[src/rtl/demux_1_to_n_response_cache_pkg.sv]
// Shared types for the cache response return path: response beats and per-lane FIFO status.
package demux_1_to_n_response_cache_pkg;
   localparam int RESPONSE_DEMUX_SETUP_CYCLES = 4;
   localparam int RESPONSE_DATA_W             = 32;

   typedef struct packed {
      logic [7:0] id_receiver;
   } MemoryPacketMeta;

   typedef struct packed {
      MemoryPacketMeta            meta;
      logic [RESPONSE_DATA_W-1:0] data;
   } MemoryPacketResponsePayload;

   typedef struct packed {
      logic                       valid;
      MemoryPacketResponsePayload payload;
   } MemoryPacketResponse;

   typedef struct packed {
      logic rd_en;
   } FIFOStateSignalsInput;

   typedef struct packed {
      logic empty;
      logic prog_full;
   } FIFOStateSignalsOutput;

   typedef struct packed {
      logic empty;
      logic full;
      logic prog_full;
   } FIFOStateSignalsOutputInternal;

   function automatic FIFOStateSignalsOutput map_internal_fifo_signals_to_output(
      input FIFOStateSignalsOutputInternal s);
      FIFOStateSignalsOutput o;
      o.empty     = s.empty;
      o.prog_full = s.prog_full;
      return o;
   endfunction
endpackage

[src/rtl/demux_1_to_n_response_cache_fifo.sv]
// Synchronous FIFO with async reset and registered read: dout/valid one cycle after a pop.
// Writes while full are discarded; prog_full is count >= PROG_THRESH.
module fifo_sync_async_reset #(
   parameter int WIDTH       = 8,
   parameter int DEPTH       = 16,
   parameter int PROG_THRESH = 12
) (
   input  logic             clk_i,
   input  logic             rst_i,
   input  logic             wr_en_i,
   input  logic [WIDTH-1:0] din_i,
   input  logic             rd_en_i,
   output logic [WIDTH-1:0] dout_o,
   output logic             valid_o,
   output logic             empty_o,
   output logic             full_o,
   output logic             prog_full_o
);
   localparam int AW = $clog2(DEPTH);

   logic [WIDTH-1:0] mem_q [DEPTH];
   logic [WIDTH-1:0] dout_q;
   logic [AW-1:0]    wr_ptr_q, rd_ptr_q;
   logic [AW:0]      count_q, count_d;
   logic             valid_q;
   logic             wr_ok, rd_ok;

   assign full_o      = (count_q == (AW+1)'(DEPTH));
   assign empty_o     = (count_q == '0);
   assign prog_full_o = (count_q >= (AW+1)'(PROG_THRESH));
   assign wr_ok       = wr_en_i & ~full_o;
   assign rd_ok       = rd_en_i & ~empty_o;
   assign count_d     = count_q + (AW+1)'(wr_ok) - (AW+1)'(rd_ok);
   assign dout_o      = dout_q;
   assign valid_o     = valid_q;

   // Pointers are AW bits wide, so they wrap modulo DEPTH on their own.
   always_ff @(posedge clk_i or posedge rst_i) begin
      if (rst_i) begin
         wr_ptr_q <= '0;
         rd_ptr_q <= '0;
         count_q  <= '0;
         valid_q  <= 1'b0;
      end else begin
         if (wr_ok) wr_ptr_q <= wr_ptr_q + AW'(1);
         if (rd_ok) rd_ptr_q <= rd_ptr_q + AW'(1);
         count_q <= count_d;
         valid_q <= rd_ok;
      end
   end

   always_ff @(posedge clk_i) begin
      if (wr_ok) mem_q[wr_ptr_q] <= din_i;
      if (rd_ok) dout_q <= mem_q[rd_ptr_q];
   end
endmodule

[src/rtl/demux_1_to_n_response_cache.sv]
// Cache response demux: steers beats by meta.id_receiver into per-lane FIFOs (2 register stages in).
// Ready is registered and drops while setting up or when any lane reaches prog_full.
module demux_1_to_n_response_cache
   import demux_1_to_n_response_cache_pkg::*;
#(
   parameter int NUM_MEMORY_RECEIVER = 2,
   parameter int ID_WIDTH            = (NUM_MEMORY_RECEIVER > 1) ? $clog2(NUM_MEMORY_RECEIVER) : 1,
   parameter int FIFO_RESPONSE_DEPTH = 16,
   parameter int PROG_THRESH         = 12,
   parameter int SETUP_CYCLES        = RESPONSE_DEMUX_SETUP_CYCLES
) (
   input  logic                                            ap_clk,
   input  logic                                            areset,
   input  MemoryPacketResponse                             response_in,
   output logic                                            response_ready_out,
   input  FIFOStateSignalsInput  [NUM_MEMORY_RECEIVER-1:0] fifo_response_signals_in,
   output FIFOStateSignalsOutput [NUM_MEMORY_RECEIVER-1:0] fifo_response_signals_out,
   output MemoryPacketResponse   [NUM_MEMORY_RECEIVER-1:0] response_out,
   output logic [15:0]                                     drop_count_out,
   output logic                                            fifo_setup_signal
);
   localparam int                PW    = $bits(MemoryPacketResponsePayload);
   localparam int                CW    = $clog2(SETUP_CYCLES + 1);
   localparam logic [ID_WIDTH:0] NUM_L = (ID_WIDTH+1)'(NUM_MEMORY_RECEIVER);

   logic [CW-1:0]                        setup_cnt_q, setup_cnt_d;
   logic                                 setup_q;
   logic                                 in_vld_q;
   MemoryPacketResponsePayload           in_pay_q, din_q;
   logic [ID_WIDTH-1:0]                  id;
   logic                                 in_range;
   logic [NUM_MEMORY_RECEIVER-1:0]       wr_dec, wr_en_q;
   logic [15:0]                          drop_q;
   logic                                 ready_q;
   logic [NUM_MEMORY_RECEIVER-1:0]       fifo_valid, fifo_empty, fifo_full, fifo_pf;
   logic [PW-1:0]                        fifo_dout [NUM_MEMORY_RECEIVER];
   FIFOStateSignalsOutputInternal [NUM_MEMORY_RECEIVER-1:0] stat_int;
   FIFOStateSignalsOutput [NUM_MEMORY_RECEIVER-1:0] stat_q;

   assign setup_cnt_d = setup_cnt_q + CW'(1);

   always_ff @(posedge ap_clk or posedge areset) begin
      if (areset) begin
         setup_cnt_q <= '0;
         setup_q     <= 1'b1;
      end else if (setup_q) begin
         setup_cnt_q <= setup_cnt_d;
         if (setup_cnt_d == CW'(SETUP_CYCLES)) setup_q <= 1'b0;
      end
   end

   // Payload registers carry no reset; only the valid/enable bits need one.
   always_ff @(posedge ap_clk) begin
      in_pay_q <= response_in.payload;
      din_q    <= in_pay_q;
   end

   assign id       = in_pay_q.meta.id_receiver[ID_WIDTH-1:0];
   assign in_range = ({1'b0, id} < NUM_L);

   always_comb begin
      wr_dec = '0;
      for (int i = 0; i < NUM_MEMORY_RECEIVER; i++) begin
         wr_dec[i] = in_vld_q & in_range & (id == ID_WIDTH'(i));
         stat_int[i] = '{empty: fifo_empty[i], full: fifo_full[i], prog_full: fifo_pf[i]};
      end
   end

   always_ff @(posedge ap_clk or posedge areset) begin
      if (areset) begin
         in_vld_q <= 1'b0;
         wr_en_q  <= '0;
         drop_q   <= '0;
         ready_q  <= 1'b0;
         stat_q   <= {NUM_MEMORY_RECEIVER{2'b10}};
      end else begin
         in_vld_q <= response_in.valid & ~setup_q;
         wr_en_q  <= wr_dec;
         if (in_vld_q && !in_range && drop_q != 16'hFFFF) drop_q <= drop_q + 16'd1;
         ready_q  <= ~setup_q & ~(|(fifo_pf | fifo_full));
         for (int i = 0; i < NUM_MEMORY_RECEIVER; i++)
            stat_q[i] <= map_internal_fifo_signals_to_output(stat_int[i]);
      end
   end

   for (genvar g = 0; g < NUM_MEMORY_RECEIVER; g++) begin : g_lane
      fifo_sync_async_reset #(
         .WIDTH       (PW),
         .DEPTH       (FIFO_RESPONSE_DEPTH),
         .PROG_THRESH (PROG_THRESH)
      ) u_fifo (
         .clk_i       (ap_clk),
         .rst_i       (areset),
         .wr_en_i     (wr_en_q[g]),
         .din_i       (din_q),
         .rd_en_i     (fifo_response_signals_in[g].rd_en),
         .dout_o      (fifo_dout[g]),
         .valid_o     (fifo_valid[g]),
         .empty_o     (fifo_empty[g]),
         .full_o      (fifo_full[g]),
         .prog_full_o (fifo_pf[g])
      );
      assign response_out[g] = {fifo_valid[g], fifo_dout[g]};
   end

   assign response_ready_out        = ready_q;
   assign fifo_response_signals_out = stat_q;
   assign drop_count_out            = drop_q;
   assign fifo_setup_signal         = setup_q;
endmodule

[config.mk]
export PLATFORM = sky130hd
export DESIGN_NAME = demux_1_to_n_response_cache
export DESIGN_NICKNAME = d
export VERILOG_FILES = /design/src/rtl/demux_1_to_n_response_cache_pkg.sv /design/src/rtl/demux_1_to_n_response_cache_fifo.sv /design/src/rtl/demux_1_to_n_response_cache.sv
export SDC_FILE = /design/constraint.sdc
export NUM_CORES = 1
export LEC_CHECK = 0
export ABC_AREA = 1
export CELL_PAD_IN_SITES_DETAIL_PLACEMENT = 1
export CELL_PAD_IN_SITES_GLOBAL_PLACEMENT = 1
export CORE_MARGIN = 2
export CORE_UTILIZATION = 50
export DETAILED_ROUTE_END_ITERATION = 10
export HOLD_SLACK_MARGIN = 0.12
export PLACE_DENSITY = 0.79
export SYNTH_ARGS = -nofsm -noshare
export SYNTH_HDL_FRONTEND = slang
export SYNTH_SLANG_ARGS = --single-unit
[constraint.sdc]
create_clock -name ap_clk -period 4.6 [get_ports ap_clk]
set_input_delay 0.92 -clock ap_clk [delete_from_list [all_inputs] [get_ports ap_clk]]
set_output_delay 0.92 -clock ap_clk [all_outputs]
set_load 0.03 [all_outputs]
==> results.cfg, run 1 <==
[route]
wl_um = 173000
drtIter0Drc = 3631
ant_nets = 0
avgRoutedWirePerCell_um = 23.97
vias = 40040
via_per_inst = 5.549
drc_errors = 0
dr.pass1.iters = 6

[min_path]
hold_class = reg -> reg
holdCritStartpoint = in_pay_q[21]
hold_path_depth = 0
holdPathEnd = din_q[21]

[logic_synthesis]
synth_warnings = 0
syn_area_mm2 = 0.05954
ys_seq_elements = 1480
syn_inst = 5403
synth_area_leader_cell = edfxtp_1
synth_area_leaders = edfxtp_1 (69%), nand2_1 (13%), nand3_1 (4.1%)
netlist.area_leader.share = 0.6859
ys_types = 26
avgSynthCellArea_um2 = 11.02
yosysSeqAreaShare = 0.7297

[placed_design]
gp_congestion = 0.7608
dp.cells = 6931
io_buffers = 132
dpl_worst_slack_ps = 1442
dp_hpwl_um = 96480

[timing]
worstMarginPinSlew_ps = 1301
period_needed_ps = 3094
fin_ws_ps = 1506
maxSlewViolCount = 0
finClkSkew_ps = 25.69
setup_viol = 0
min_period_over_period = 0.6726
hold_violations = 0
fmax_mhz = 323.2
rsz0062_at_grt = false
slew_headroom = 0.1312
setup_tns_ps = 0

[finish]
drive_gt1_frac = 0.06638
fillers = 12040
multi_input_area_mm2 = 0.01308
final_cell_mix = nand2_1 (2053), edfxtp_1 (1360), inv_1 (517), nand3_1 (488), nor2_1 (484)
layout_commonest_cell = nand2_1
stdcell_count = 7215
area_delta_synth_final_pct = 13.94
ff_latch_area_mm2 = 0.04346
diodes = 0
final_nets = 5626

[global_routing]
antenna_found_initial = 0
grt_pass1_vias = 43950
grt_max_degree = 195
grt_pass1_wl_um = 260600
grt_overflow_total = 0
grt.total_usage = 0.2859

[critical_path]
crit_arrival_ps = 3520
setup.worst_path.start = g_lane[1].u_fifo.count_q[2]
cp-start-kind = flip-flop
rrSetupSlack_ps = 1510
path_max_fanout = 22
rr_endpoint = g_lane[1].u_fifo.mem_q[14][32]
end_kind = flip-flop
rr_startpoint = g_lane[1].u_fifo.count_q[2]
reg2reg_depth = 8
cp.required_ps = 5030
crit_type = reg -> reg

[clock_tree]
clkTransAtPathRegs_ps = 60
root_buffer = clkbuf_16
hold_buffers = 0
clock_latency_ps = 780
cts_made_buffers = 154
post_cts.repair.setup_buffers = 0
cts_resized = 0
cts.sinks = 1480
cts_tree = yes
htreeDepth = 4
clock_path_buffers = 3

[floorplanning]
rows = 126
die_area_mm2 = 0.1219
start_util = 0.5042
die_x_um = 349.1
die_h_um = 349.1
core_area_mm2 = 0.1181
ioPinCount = 149

[status]
status = finished, final reports clean

[power_and_ir_drop]
peakVddDrop_mv = 0.4761
power.total_uw = 42760
power_density_mw_per_mm2 = 630.3
p_leak_uw = 0.02740

[flow_run]
cap_violations = 0
[synthesized netlist by cell type]
cell type / number
nand2_1: 2053
edfxtp_1: 1360
inv_1: 522
nor2_1: 514
nand3_1: 488
buf_2: 125
clkbuf_1: 80
dfxtp_1: 80
dfrtp_1: 37
buf_4: 33
ha_1: 28
buf_1: 14
xor2_1: 14
o21ai_0: 11
buf_6: 8
inv_2: 8
a21oi_1: 5
xnor2_1: 5
nand4_1: 4
dfstp_2: 3
nor3_1: 3
clkinv_1: 2
fa_1: 2
nor2_2: 2
a21o_1: 1
conb_1: 1
[worst max-delay path, stage by stage (launching register included)]
cell	delay, ps
dfrtp_1	400
inv_1	90
ha_1	220
nand4_1	90
nand2_1	170
clkinv_1	220
nand2_1	260
nor2_4	770
buf_4	480
[metrics by stage]
stage / hold WS [ps] / instance area (um2) / util
global placement: 309.6 / 62800 / 0.5319
CTS: 308.0 / 67840 / 0.5745
global route: 326.1 / 67840 / 0.5745
finish: 309.2 / 67840 / 0.5745
floorplan: 309.6 / 59590 / -
detailed placement: 313.5 / 62800 / 0.5319
[state kept, by name, indices dropped and copies added, names as in the netlist]
signal	cells
g_lane.u_fifo.mem_q	1280
g_lane.u_fifo.dout_o	80
din_q	40
in_pay_q	39
g_lane.u_fifo.count_q	10
g_lane.u_fifo.rd_ptr_q	8
g_lane.u_fifo.wr_ptr_q	8
fifo_response_signals_out	4
setup_cnt_q	3
g_lane.u_fifo.valid_o	2
wr_en_q	2
fifo_setup_signal	1
id	1
in_vld_q	1
response_ready_out	1
[where the power goes]
part / internal [uW] / switching [uW] / total [uW]
Combinational: 3640 / 9580 / 13200
Sequential: 16100 / 880 / 17000
Clock: 7240 / 5330 / 12600
Total: 27000 / 15800 / 42800
[worst max-delay path by stage]
stage	end	depth (start not counted)
2_1_floorplan	g_lane[1].u_fifo.mem_q[11][0]	5
3_3_place_gp	g_lane[0].u_fifo.count_q[4]	12
5_1_grt	g_lane[1].u_fifo.mem_q[14][32]	8
4_1_cts	g_lane[1].u_fifo.mem_q[14][33]	8
3_5_place_dp	g_lane[0].u_fifo.count_q[4]	12
6_report	g_lane[1].u_fifo.mem_q[14][32]	8
[cells by family after synthesis]
family	synth area share
AND/OR/NAND/NOR	0.2037
adder cells (fa/ha/maj)	0.006557
other	0.00006299
buffers and inverters	0.05565
flip-flops	0.7297
XOR/XNOR	0.002795
AO/OA/AOI/OAI	0.001471
[area by class of cell]
cell class / instances / share of cell area
sequential: 1480 / 0.6407
tap: 1536 / 0.02833
clock buffer: 216 / 0.06282
timing repair buffer: 237 / 0.03423
multi-input combinational: 3146 / 0.1928
clock inverter: 68 / 0.01140
inverter: 532 / 0.02970
[routing by layer]
| metal | vias to the layer above | global-route usage | wire length (um) |
|---|---|---|---|
| met5 | - | 0 | 0 |
| met4 | 0 | 0.1129 | 6568 |
| met3 | 400 | 0.04317 | 10600 |
| met2 | 1537 | 0.4952 | 87510 |
| met1 | 20300 | 0.3617 | 68300 |
| li1 | 17800 | - | - |
No activity file was read; power rests on OpenSTA's default activity.
==> inputs of run 2 (changes only) <==
Settings changed: CORE_UTILIZATION 50 to 45, PLACE_DENSITY 0.79 to 0.76.
Clock period 4.6 ns to 2.8 ns, I/O delays scaled along.
==> results.cfg, run 2 (synthesis gave the netlist of run 1 again) <==
[finish]
regMostFlops = g_lane.u_fifo.mem_q
final_cell_mix = nand2_1 (2051), edfxtp_1 (1360), inv_1 (516), nand3_1 (487), nor2_1 (484)
largest_register_ffs = 1280
area_delta_synth_final_pct = 15.45
drive_gt1_frac = 0.07527
stdcell_area_mm2 = 0.06874
final_nets = 5672
layout_commonest_cell = nand2_1
diodes = 0

[placed_design]
gp_congestion = 0.7692
dpl_worst_slack_ps = 127.9
io_buffers = 132
place_area_mm2 = 0.06382
dp_hpwl_um = 97160

[floorplanning]
die_area_mm2 = 0.1352
core_area_mm2 = 0.1315
start_util = 0.4529
ioPinCount = 149
rows = 133
die_h_um = 367.7
die_x_um = 367.7

[global_routing]
grt_max_degree = 132
antenna_found_initial = 1
grt_pass1_wl_um = 258100
grt_overflow_total = 0
grt.total_usage = 0.2529
grt_pass1_vias = 42870

[clock_tree]
root_buffer = clkbuf_16
cts_resized = 0
clock_path_buffers = 3
cts_tree = yes
cts_made_buffers = 154
clock_latency_ps = 780
cts.sinks = 1480
clkTransAtPathRegs_ps = 60
post_cts.repair.setup_buffers = 0
htreeDepth = 4
hold_buffers = 0

[timing]
fin_ws_ps = 150.3
finClkSkew_ps = 25.07
setup_tns_ps = 0
min_period_over_period = 0.9463
rsz0062_at_grt = false
slew_headroom = 0.08877
setup_viol = 0
period_needed_ps = 2650
fmax_mhz = 377.4
maxSlewViolCount = 0
worstMarginPinSlew_ps = 1364
hold_violations = 0

[critical_path]
crit_arrival_ps = 3120
crit_family = simple AND/OR/NAND/NOR gates
cp_num_buf_inv = 3
rrSetupSlack_ps = 150
slowest_delay_ps = 1020
end_kind = flip-flop
cpMaxStageDelayCell = nor2_4
rr_startpoint = g_lane[1].u_fifo.count_q[2]
path_max_fanout = 26
cp-start-kind = flip-flop
cp.required_ps = 3270
setup.worst_path.start = g_lane[1].u_fifo.count_q[2]
cpMostUsedCell = nand2_1
path_cells = inv_1 > ha_2 > nand4_1 > nand2_1 > clkinv_1 > nand2_1 > nor2_4 > buf_4
crit_type = reg -> reg

[min_path]
hold_class = in -> reg
holdCritStartpoint = response_in[3]

[route]
ant_nets = 0
vias = 39620
avgRoutedWirePerCell_um = 22.84
drtIter0Drc = 3481
wl_um = 170900
drc_errors = 0
via_per_inst = 5.296
dr.pass1.iters = 6

[status]
status = finished, final reports clean

[power_and_ir_drop]
intPower_uw = 44510
power_density_mw_per_mm2 = 1028
power.switching_uw = 26130
p_seq_frac = 0.388
pwr-share-clk = 0.285
p_leak_uw = 0.02766
pwr-share-comb = 0.327
peakVddDrop_mv = 0.6972
swShare = 0.3699

[flow_run]
cap_violations = 0
[run 2: changes by cell type in the layout (fill, tap and decap cells not counted), moves of 6 or more]
| cell | change |
|---|---|
| ha_1 | -6 |
| clkinv_1 | +13 |
| buf_4 | +21 |
| clkinv_2 | -6 |
| buf_12 | +25 |
[run 2: final timing paths]
path	depth (start not counted)	to
max reg2reg	8	g_lane[1].u_fifo.mem_q[15][28]
min reg2reg	0	din_q[33]
min in group asynchronous	2	g_lane[1].u_fifo.wr_ptr_q[1]
min	1	in_pay_q[3]
max in group asynchronous	3	fifo_setup_signal
max	8	g_lane[1].u_fifo.mem_q[15][28]
[run 2: through the flow]
step           utilization  hold WS [ps]  cells  power, uW
6_report            0.5229         212.4   7481      70640
5_1_grt             0.5229         187.7   7481      73930
4_1_cts             0.5229         163.6   7481      71020
3_5_place_dp        0.4855         313.5   7196      50700
3_3_place_gp        0.4855         311.4   7196      49730
2_1_floorplan            -         309.6   5418      41560
[run 2: metal layers]
metal / vias to the layer above / wire length, um / GRT usage
met3: 302 / 9402 / 0.03317
met5: - / 0 / 0
met2: 1225 / 85630 / 0.4335
li1: 17880 / - / -
met1: 20210 / 70400 / 0.3308
met4: 0 / 5416 / 0.08956
[run 2: area by class of cell]
type | instances | area, um2
fillers | 13920 | 62730
well taps | 1755 | 2196
repair buffers | 283 | 2980
flip-flops and latches | 1480 | 43470
multi-input cells | 3146 | 13150
inverters | 532 | 2023
clock buffers | 220 | 4380
clock inverters | 65 | 535.5
[run 2: power groups by stage]
| stage | clock network (uW) | registers, uW | logic [uW] |
|---|---|---|---|
| 6_report | 20100 | 27400 | 23100 |
| 4_1_cts | 20400 | 27500 | 23200 |
| 3_5_place_dp | 0 | 27900 | 22800 |
| 2_1_floorplan | 0 | 28800 | 12800 |
| 5_1_grt | 21100 | 27600 | 25200 |
| 3_3_place_gp | 0 | 27800 | 21900 |
